$ cat src/rtl/vga_timing_pkg.sv
// Default 640x480 @ 60 Hz VGA timing constants and shared types for the sync generator.
// The top module takes these as parameter defaults so the geometry can be overridden per instance.
package vga_timing_pkg;

  localparam int CLK_DIV   = 4;

  localparam int H_DISPLAY = 640;
  localparam int H_FRONT   = 16;
  localparam int H_SYNC    = 96;
  localparam int H_BACK    = 48;

  localparam int V_DISPLAY = 480;
  localparam int V_FRONT   = 10;
  localparam int V_SYNC    = 2;
  localparam int V_BACK    = 33;

  localparam int H_TOTAL = H_DISPLAY + H_FRONT + H_SYNC + H_BACK;
  localparam int V_TOTAL = V_DISPLAY + V_FRONT + V_SYNC + V_BACK;

  localparam int H_SYNC_START = H_DISPLAY + H_FRONT;
  localparam int H_SYNC_END   = H_SYNC_START + H_SYNC - 1;
  localparam int V_SYNC_START = V_DISPLAY + V_FRONT;
  localparam int V_SYNC_END   = V_SYNC_START + V_SYNC - 1;

  localparam int COORD_W = 10;
  typedef logic [COORD_W-1:0] coord_t;

  // Inclusive window test used for both sync pulses.
  function automatic logic in_window(input coord_t v, input int lo, input int hi);
    return (int'(v) >= lo) && (int'(v) <= hi);
  endfunction

endpackage

$ cat src/rtl/pixel_tick_gen.sv
// Divides the system clock down to a one-cycle pixel enable, high once every CLK_DIV clocks.
module pixel_tick_gen #(
  parameter int CLK_DIV = vga_timing_pkg::CLK_DIV
) (
  input  logic clk,
  input  logic reset,
  output logic p_tick
);

  localparam int DIV_W = (CLK_DIV > 1) ? $clog2(CLK_DIV) : 1;
  localparam logic [DIV_W-1:0] DIV_MAX = DIV_W'(CLK_DIV - 1);

  logic [DIV_W-1:0] div_q;
  logic [DIV_W-1:0] div_d;

  always_comb begin
    div_d = (div_q == DIV_MAX) ? '0 : div_q + DIV_W'(1);
  end

  always_ff @(posedge clk or negedge reset) begin
    if (!reset) begin
      div_q <= '0;
    end else begin
      div_q <= div_d;
    end
  end

  assign p_tick = (div_q == DIV_MAX);

endmodule

$ cat src/rtl/vga_sync_gen.sv
// VGA raster timing: pixel/line counters, registered active-low syncs, visible-area flag and frame pulse.
// Coordinates come straight from the counter registers so downstream logic sees them with no extra latency.
module vga_sync_gen #(
  parameter int CLK_DIV   = vga_timing_pkg::CLK_DIV,
  parameter int H_DISPLAY = vga_timing_pkg::H_DISPLAY,
  parameter int H_FRONT   = vga_timing_pkg::H_FRONT,
  parameter int H_SYNC    = vga_timing_pkg::H_SYNC,
  parameter int H_BACK    = vga_timing_pkg::H_BACK,
  parameter int V_DISPLAY = vga_timing_pkg::V_DISPLAY,
  parameter int V_FRONT   = vga_timing_pkg::V_FRONT,
  parameter int V_SYNC    = vga_timing_pkg::V_SYNC,
  parameter int V_BACK    = vga_timing_pkg::V_BACK
) (
  input  logic       clk,
  input  logic       reset,
  output logic       hsync,
  output logic       vsync,
  output logic       video_on,
  output logic       p_tick,
  output logic       frame_tick,
  output logic [9:0] x,
  output logic [9:0] y
);

  import vga_timing_pkg::*;

  localparam int LINE_PIXELS = H_DISPLAY + H_FRONT + H_SYNC + H_BACK;
  localparam int FRAME_LINES = V_DISPLAY + V_FRONT + V_SYNC + V_BACK;
  localparam int HS_START    = H_DISPLAY + H_FRONT;
  localparam int HS_END      = HS_START + H_SYNC - 1;
  localparam int VS_START    = V_DISPLAY + V_FRONT;
  localparam int VS_END      = VS_START + V_SYNC - 1;

  localparam coord_t H_LAST = coord_t'(LINE_PIXELS - 1);
  localparam coord_t V_LAST = coord_t'(FRAME_LINES - 1);

  logic   tick;
  logic   h_last;
  logic   v_last;
  coord_t h_q, h_d;
  coord_t v_q, v_d;
  logic   hsync_q, hsync_d;
  logic   vsync_q, vsync_d;

  pixel_tick_gen #(
    .CLK_DIV(CLK_DIV)
  ) u_pixel_tick_gen (
    .clk   (clk),
    .reset (reset),
    .p_tick(tick)
  );

  // Syncs are decoded from the next-state counts so the registered pulses line up with x/y.
  always_comb begin
    h_last  = (h_q == H_LAST);
    v_last  = (v_q == V_LAST);
    h_d     = h_q;
    v_d     = v_q;
    if (tick) begin
      h_d = h_last ? '0 : h_q + coord_t'(1);
      if (h_last) begin
        v_d = v_last ? '0 : v_q + coord_t'(1);
      end
    end
    hsync_d = !in_window(h_d, HS_START, HS_END);
    vsync_d = !in_window(v_d, VS_START, VS_END);
  end

  always_ff @(posedge clk or negedge reset) begin
    if (!reset) begin
      h_q     <= '0;
      v_q     <= '0;
      hsync_q <= 1'b1;
      vsync_q <= 1'b1;
    end else begin
      h_q     <= h_d;
      v_q     <= v_d;
      hsync_q <= hsync_d;
      vsync_q <= vsync_d;
    end
  end

  assign x          = h_q;
  assign y          = v_q;
  assign hsync      = hsync_q;
  assign vsync      = vsync_q;
  assign p_tick     = tick;
  assign video_on   = (h_q < coord_t'(H_DISPLAY)) && (v_q < coord_t'(V_DISPLAY));
  assign frame_tick = tick && h_last && v_last;

endmodule

$ cat config.mk
export PLATFORM = sky130hd
export DESIGN_NAME = vga_sync_gen
export DESIGN_NICKNAME = d
export VERILOG_FILES = /design/src/rtl/vga_timing_pkg.sv /design/src/rtl/pixel_tick_gen.sv /design/src/rtl/vga_sync_gen.sv
export SDC_FILE = /design/constraint.sdc
export NUM_CORES = 1
export LEC_CHECK = 0
export BUFFER_PORTS_ARGS = -buffer_cell sky130_fd_sc_hd__buf_2
export CORE_ASPECT_RATIO = 2
export CORE_MARGIN = 10
export CORE_UTILIZATION = 35
export DETAILED_ROUTE_END_ITERATION = 16
export GPL_TIMING_DRIVEN = 0
export PLACE_DENSITY = 0.56
export SLEW_MARGIN = 20
export SYNTH_ARGS = -nofsm -noshare
export SYNTH_HDL_FRONTEND = slang
export SYNTH_SLANG_ARGS = --single-unit
$ cat constraint.sdc
create_clock -name clk -period 2.2 [get_ports clk]
set_input_delay 0.66 -clock clk [delete_from_list [all_inputs] [get_ports clk]]
set_output_delay 0.66 -clock clk [all_outputs]
set_load 0.02 [all_outputs]
# --- After elaboration in Yosys (flattened, before gate mapping) ---
# Index checks and enable logic that the tools add are counted.
word_totals:
  reg_bits: 24
  wordCells: 30
classes:
  n_lt_le_gt_ge: 6
  eq_ne: 3
  addsub: 3
  n_reduce_logical: 7
  mux: 6
ops:
  columns: ["op", "n"]
  rows:
  - ["10-bit two-way mux", 5]
  - ["10-bit by 1-bit adder with 10-bit output (second input constant)", 2]
  - ["10-bit equality test (second input constant)", 2]
  - ["10-bit >= comparator (second input constant)", 1]
  - ["10-bit by 9-bit >= comparator with 1-bit output (second input constant)", 1]
  - ["10-bit less-or-equal comparator (second input constant)", 1]
  - ["10-bit by 9-bit less-or-equal comparator with 1-bit output (second input constant)", 1]
  - ["10-bit < comparator (second input constant)", 1]
  - ["10-bit by 9-bit < comparator with 1-bit output (second input constant)", 1]
  - ["1-bit logical AND", 5]
  - ["2-bit by 1-bit adder with 2-bit output (second input constant)", 1]
  - ["2-bit equality test (second input constant)", 1]
  - ["1-bit logical NOT", 2]
  - ["2-bit two-way mux", 1]

# --- Logic depth before layout (Yosys ltp) ---
# Gate-level depths: netlist of run 1.
depth:
  ltp_word: 7
  depth_mapped: 9

# --- Hierarchy ---
# Synthesis of run 1 repeated with hierarchy kept, for this count alone.
hier_totals:
  cells_unflattened: 137
  area_unflattened_um2: 1341.3
modules_own_cells:
  columns: ["mod", "n_inst", "seq_area_each_um2", "area_per_inst_um2", "cells_per_inst"]
  rows:
  - ["vga_sync_gen", 1, 553.0, 1275.0, 133]
  - ["pixel_tick_gen", 1, 50.0, 66.3, 4]

# --- Least setup slack after synthesis of run 1 ---
# Ideal clock, no wire load.
synth_timing:
  kind: "register to output"
  startpoint: "register u_pixel_tick_gen.div_q[0]"
  endpoint: "output port frame_tick"
  t_arrival_ps: 1922
  stages_incl_launch_ff: 6
  path_buffers: 1
  slack_ps: -382
  cell_sequence: "dfrtp_1 ha_1 buf_6 and4bb_4 nand4_4 nor4_1"
synth_via:
  elab_chain_cells: 3
synth_rtl:
  columns: ["element", "line_no", "rtl"]
  rows:
  - ["start: declaration", "pixel_tick_gen.sv:13", "logic [DIV_W-1:0] div_q;"]
  - ["start signal: assignment", "pixel_tick_gen.sv:24", "div_q <= div_d;"]
  - ["2-bit equality test", "pixel_tick_gen.sv:28", "assign p_tick = (div_q == DIV_MAX);"]
  - ["net p_tick", "vga_sync_gen.sv:19", "output logic p_tick,"]
  - ["1-bit logical AND (2 in a row)", "vga_sync_gen.sv:89", "assign frame_tick = tick && h_last && v_last;"]
  - ["end: declaration", "vga_sync_gen.sv:20", "output logic frame_tick,"]
# The timed path passes the listed nets, and every way through them passes these cells.

# --- Worst setup path in the final report of run 1 ---
layout_timing:
  startpoint: "register h_q[0] (netlist: x[0])"
  endpoint: "output port frame_tick"
layout_via:
  elab_chain_cells: 3
layout_rtl:
  columns: ["element", "line_no", "rtl"]
  rows:
  - ["start: declaration", "vga_sync_gen.sv:40", "coord_t h_q, h_d;"]
  - ["start signal: assignment", "vga_sync_gen.sv:71", "h_q <= '0;"]
  - ["start signal: assignment", "vga_sync_gen.sv:76", "h_q <= h_d;"]
  - ["10-bit equality test", "vga_sync_gen.sv:55", "h_last = (h_q == H_LAST);"]
  - ["1-bit logical AND (2 in a row)", "vga_sync_gen.sv:89", null]
# No other way between the ends.

==> impl_metrics.yaml, run 1 <==
clock_network:
  h-tree-depth: 1
  path_clk_slew_ps: 90
  cts_tree: "yes"
  insertion_delay_ps: 260
  cts_inserted_buffers: 3
  clk_path_buf_depth: 2
  cts_sinks: 24
  cts_root_buf: "clkbuf_8"
die:
  rows: 32
  dieArea_mm2: 0.00698
  die_height_um: 109
  io_pins: 27
  initial_core_util: 0.357
  fp.dieW_um: 64.3
  core_area_mm2: 0.00384
run:
  timing.max_cap.violations: 0
worst_setup_path:
  arrival_ps: 1580
  crit_fanout: 4
  required_ps: 1540
  rr_startpoint: "x[0]"
  end_kind: "output port"
  crit_type: "reg -> out"
  critPathLaunchType: "flop"
  startpoint: "x[0]"
final_layout:
  antenna_cells: 0
  syn_to_final_growth_pct: 26.5
  seq_area_um2: 603
  drive_gt1_frac: 0.313
  multi_input_area_um2: 756
  nNetsFinal: 183
  fillers: 405
sta:
  holdWs_ps: 376
  grt_setup_unrepaired: "true"
  tightest_slew_ps: 587
  finalSetupViolations: 1
  slew_headroom: 0.606
  clock_skew_ps: 5.86
  worst_slack_ps: -41.6
  hold_viol_final: 0
  slew_viol_final: 0
  finalCriticalPeriod_ps: 2240
  fmax_mhz: 446
  fin_crit_sh: 1.02
hold_path:
  hold_class: "in -> async"
power:
  power_density_mw_per_mm2: 479
  power_mw: 0.832
  power.switching_mw: 0.148
  pwr-share-clk: 0.459
  p_leak_nw: 0.802
  swShare: 0.177
  p_int_mw: 0.684
  sequentialPowerShare: 0.530
  p_comb_frac: 0.011
  vdd_drop_max_uv: 333
synthesis:
  async_flop_share: 1.00
  synthCells: 140
  synthXorXnorAreaFrac: 0.0574
  synth_simple_gate_area_share: 0.296
  ys_warn_count: 0
  synth_top_family_by_area: "simple AND/OR/NAND/NOR gates"
  ys.flop_type: "dfrtp_1"
  seq_area_frac_synth: 0.439
  synth-compound-area-share: 0.100
  ys_ff_latch: 24
  synth_cell_type_count: 40
  synth_fa_ha_area_frac: 0.0365
  synth_mux_area_frac: 0.0228
  syn_area_per_cell_um2: 9.80
  syn_nets: 146
  synth_edf_count: 0
  synth_area_mm2: 0.00137
global_route:
  grt_pass1_vias: 1221
  grt-ovfl-total: 0
  grt_pass1_wl_mm: 5.67
  antenna_found_initial: 0
  grt_max_degree: 25
  track_usage: 0.0985
placed_design:
  place_ws_ps: -76.8
  port_buffers: 26
  dp_hpwl_mm: 2.59
  place.gp.congestion: 0.825
status:
  violations: "setup timing"
  status: "finished, violations left"
route:
  wl_per_cell_um: 15.0
  dr.pass1.iters: 4
  routed-via-count: 1194
  initialDrtViolationCount: 18
  ant_nets: 0
  vias_per_cell: 5.26
  drc_errors: 0
  drt_wl_total_mm: 3.40
[final timing paths]
check                                            endpoint  slack [ps]  cells after the start
worst max register to register                      vsync          40                      7
worst min register to register  u_pixel_tick_gen.div_q[0]         480                      1
max in group asynchronous                            x[4]        1460                      1
min in group clk                u_pixel_tick_gen.div_q[0]         480                      1
worst min-delay path                                 y[8]         380                      1
worst max-delay path                           frame_tick         -40                      5
[area by class of cell]
type	count	area share
Timing Repair Buffer	33	0.109
Sequential cell	24	0.347
Inverter	8	0.0173
Multi-Input combinational cell	104	0.435
Buffer	3	0.0137
Clock buffer	3	0.0238
Tap cell	51	0.0367
Clock inverter	1	0.0173
[cell families after synthesis]
family	count (synthesis)
buffers and inverters	12
AO/OA/AOI/OAI	22
flip-flops	24
AND/OR/NAND/NOR	66
adder cells (fa/ha/maj)	4
XOR/XNOR	9
multiplexers	3
[cells in the final DEF, fill, tap and decap left out, drive strengths merged, types with 2 or more instances in the layout]
| cell | Yosys | final |
|---|---|---|
| xnor2 | 6 | 6 |
| and3 | 3 | 3 |
| nand4b | 2 | 2 |
| dfrtp | 22 | 22 |
| nor4b | 2 | 2 |
| a21o | 2 | 2 |
| ha | 4 | 4 |
| buf | 4 | 36 |
| nor4 | 3 | 3 |
| nand2 | 11 | 11 |
| dfstp | 2 | 2 |
| mux2i | 2 | 2 |
| nor2b | 3 | 3 |
| nor2 | 9 | 9 |
| clkbuf | 0 | 3 |
| or4 | 2 | 2 |
| or3 | 4 | 4 |
| xor2 | 3 | 3 |
| nand3 | 6 | 6 |
| nand4 | 10 | 10 |
| o21ai | 13 | 13 |
| o31ai | 2 | 2 |
| inv | 8 | 8 |
| nor3 | 6 | 6 |
[metrics by stage]
| stage | utilization | setup TNS [ps] | cells | instance area [µm²] |
|---|---|---|---|---|
| final | 0.452 | -41.6 | 227 | 1740 |
| after global routing | 0.452 | -154 | 227 | 1740 |
| after CTS | 0.447 | -184 | 227 | 1720 |
| after detailed placement | 0.411 | -76.8 | 217 | 1580 |
| after global placement | 0.411 | -76.1 | 217 | 1580 |
| after floorplan | - | 0 | 140 | 1390 |
[power by group through the flow]
stage / Sequential, mW / Clock, mW / Combinational, mW
floorplan: 0.450 / 0 / 0.000000280
global placement: 0.450 / 0 / 0.00984
detailed placement: 0.450 / 0 / 0.0101
CTS: 0.441 / 0.396 / 0.0100
global route: 0.441 / 0.410 / 0.0110
finish: 0.441 / 0.382 / 0.00915
[routing by layer]
metal / GRT usage / up-vias / routed length [µm]
li1: - / 579 / -
met1: 0.0896 / 596 / 1240
met2: 0.195 / 17 / 1960
met3: 0.0280 / 2 / 158
met4: 0.0354 / 0 / 36
met5: 0 / - / 0
[worst max-delay path: stages, from the launching register on]
cell	delay [ps]
dfrtp_1	410
ha_4	170
and4bb_4	260
nand4_4	140
nor4_4	160
buf_4	180
[cells in the mapped netlist, drive strengths merged, types with 3 or more instances]
master / n / share of area
nor2b: 3 / 0.014
xor2: 3 / 0.019
dfrtp: 22 / 0.40
nor4: 3 / 0.018
inv: 8 / 0.022
ha: 4 / 0.036
nor3: 6 / 0.022
o21ai: 13 / 0.047
and3: 3 / 0.014
xnor2: 6 / 0.038
or3: 4 / 0.021
nand3: 6 / 0.022
nand4: 10 / 0.057
nand2: 11 / 0.030
nor2: 9 / 0.025
buf: 4 / 0.026
[flip-flops by register name (all words and copies together), names as in the netlist]
register                cells
hsync                       1
u_pixel_tick_gen.div_q      2
vsync                       1
x                          10
y                          10
[what timing repair did]
item                                    in CTS  in global routing
setup buffers                                6                  1
pin swaps                                    1                  4
hold buffers                                 0                  0
endpoints found under the setup margin       2                  2
gates resized for setup                      4                  3
Note: power is estimated with default switching activity, not from simulation.
==> inputs of run 2 (changes only) <==
- CORE_UTILIZATION: 35 -> 40
- PLACE_DENSITY: 0.56 -> 0.62
==> run 2 against run 1 <==
- the flow still finishes with violations (setup timing)
- clock-buffer cell count increased by 1
- critical path depth did not move
- total power fell by 9.3%
- clock power down 20%
- register-to-register slack about the same
- worst setup slack better by 11 ps
- cell count down 7.9%
- combinational power shrank 3.0%
- via count up 0.67%
- clock skew decreased by 3.5 ps
- sequential cell count stayed put
==> impl_metrics.yaml, run 2 (synthesized netlist as in run 1, its figures left out) <==
status:
  status: "finished, violations left"
  violations: "setup timing"
route:
  drc_errors: 0
  initialDrtViolationCount: 13
  wl_per_cell_um: 16.1
  drt_wl_total_mm: 3.36
  dr.pass1.iters: 4
  vias_per_cell: 5.75
  ant_nets: 0
  routed-via-count: 1202
clock_network:
  cts_root_buf: "clkbuf_8"
  insertion_delay_ps: 260
  holdBufCountCts: 0
  path_clk_slew_ps: 90
  h-tree-depth: 1
  clk_path_buf_depth: 2
  cts_inserted_buffers: 3
  cts_tree: "yes"
  cts_sinks: 24
global_route:
  grt_pass1_wl_mm: 5.74
  track_usage: 0.115
  grt-ovfl-total: 0
  grt_pass1_vias: 1281
  antenna_found_initial: 0
  grt_max_degree: 25
worst_setup_path:
  startpoint: "x[1]"
  endpoint: "frame_tick"
  crit_fanout: 4
  critPathLaunchType: "flop"
  crit_type: "reg -> out"
  required_ps: 1540
  arrival_ps: 1570
  rr_worst_depth: 7
  end_kind: "output port"
  r2r_slack_ps: 50
  r2r-end: "vsync"
  rr_startpoint: "x[1]"
sta:
  fin_crit_sh: 1.01
  slew_headroom: 0.635
  clock_skew_ps: 2.38
  grt_setup_unrepaired: "true"
  finalCriticalPeriod_ps: 2230
  worst_slack_ps: -31.0
  tightest_slew_ps: 543
  slew_viol_final: 0
  fmax_mhz: 448
  hold_viol_final: 0
  finalSetupViolations: 1
final_layout:
  layout_commonest_cell: "buf_2"
  fillers: 331
  syn_to_final_growth_pct: 23.9
  antenna_cells: 0
  drive_gt1_frac: 0.322
  nNetsFinal: 184
  fin_cells: 209
  final_cell_mix: "buf_2 (26), dfrtp_1 (22), o21ai_0 (12)"
die:
  io_pins: 27
  rows: 30
  initial_core_util: 0.411
  dieArea_mm2: 0.00632
  core_area_mm2: 0.00334
  fp.dieW_um: 61.4
  die_height_um: 103
power:
  power_mw: 0.754
  p_leak_nw: 0.803
  vdd_drop_max_uv: 327
  power_density_mw_per_mm2: 444
placed_design:
  dp_hpwl_mm: 2.48
  place.gp.congestion: 0.791
  port_buffers: 26
  place_inst: 198
hold_path:
  hold_class: "in -> async"
run:
  timing.max_cap.violations: 0
==> run 2: per-stage QoR <==
step | hold WS [ps] | area, µm² | setup TNS [ps] | setup WS, ps | utilization
floorplan | 364 | 1390 | 0 | 7.37 | -
global placement | 417 | 1560 | -32.0 | -32.0 | 0.466
detailed placement | 432 | 1560 | -45.9 | -45.9 | 0.466
CTS | 386 | 1670 | -132 | -92.7 | 0.500
global route | 403 | 1700 | -186 | -132 | 0.509
finish | 366 | 1700 | -31.0 | -31.0 | 0.509
==> run 2: worst min-delay path by stage <==
stage | startpoint | endpoint | cells after the start
finish | reset | x[7] | 1
global route | reset | x[2] | 1
CTS | reset | x[2] | 1
detailed placement | u_pixel_tick_gen.div_q[0] | u_pixel_tick_gen.div_q[0] | 1
global placement | u_pixel_tick_gen.div_q[0] | u_pixel_tick_gen.div_q[0] | 1
floorplan | reset | u_pixel_tick_gen.div_q[0] | 0
==> run 2: worst max-delay path, cell delays in order (launching register included) <==
cell      delay, ps
dfrtp_1         360
ha_2            210
and4bb_4        280
nand4_4         130
nor4_4          150
buf_4           180
==> run 2: cell type report <==
type / instances / area (µm²) / area share
multi-input combinational: 104 / 752 / 0.442
sequential: 24 / 603 / 0.355
timing repair buffer: 34 / 196 / 0.116
clock buffer: 4 / 55.1 / 0.0324
tap: 32 / 40.0 / 0.0235
inverter: 8 / 30.0 / 0.0177
buffer: 3 / 23.8 / 0.0140
==> run 2: metal layers <==
layer | GRT usage | part of all wire
met1 | 0.127 | 0.38
met2 | 0.200 | 0.54
met3 | 0.0234 | 0.049
met4 | 0.0554 | 0.026
met5 | 0 | 0
==> run 2: report_power, final <==
part	total [mW]	internal (mW)	switching, mW	leakage [nW]
registers	0.441	0.441	0	0.314
clock network	0.305	0.160	0.145	0.0288
logic	0.00888	0.000634	0.00824	0.460
total	0.754	0.601	0.153	0.803
==> run 2: timing repair <==
item | CTS | global route
pin swaps | 2 | 3
gates cloned | 0 | 0
resized for setup | 5 | 4
setup buffers | 6 | 2
setup endpoints to repair | 2 | 2
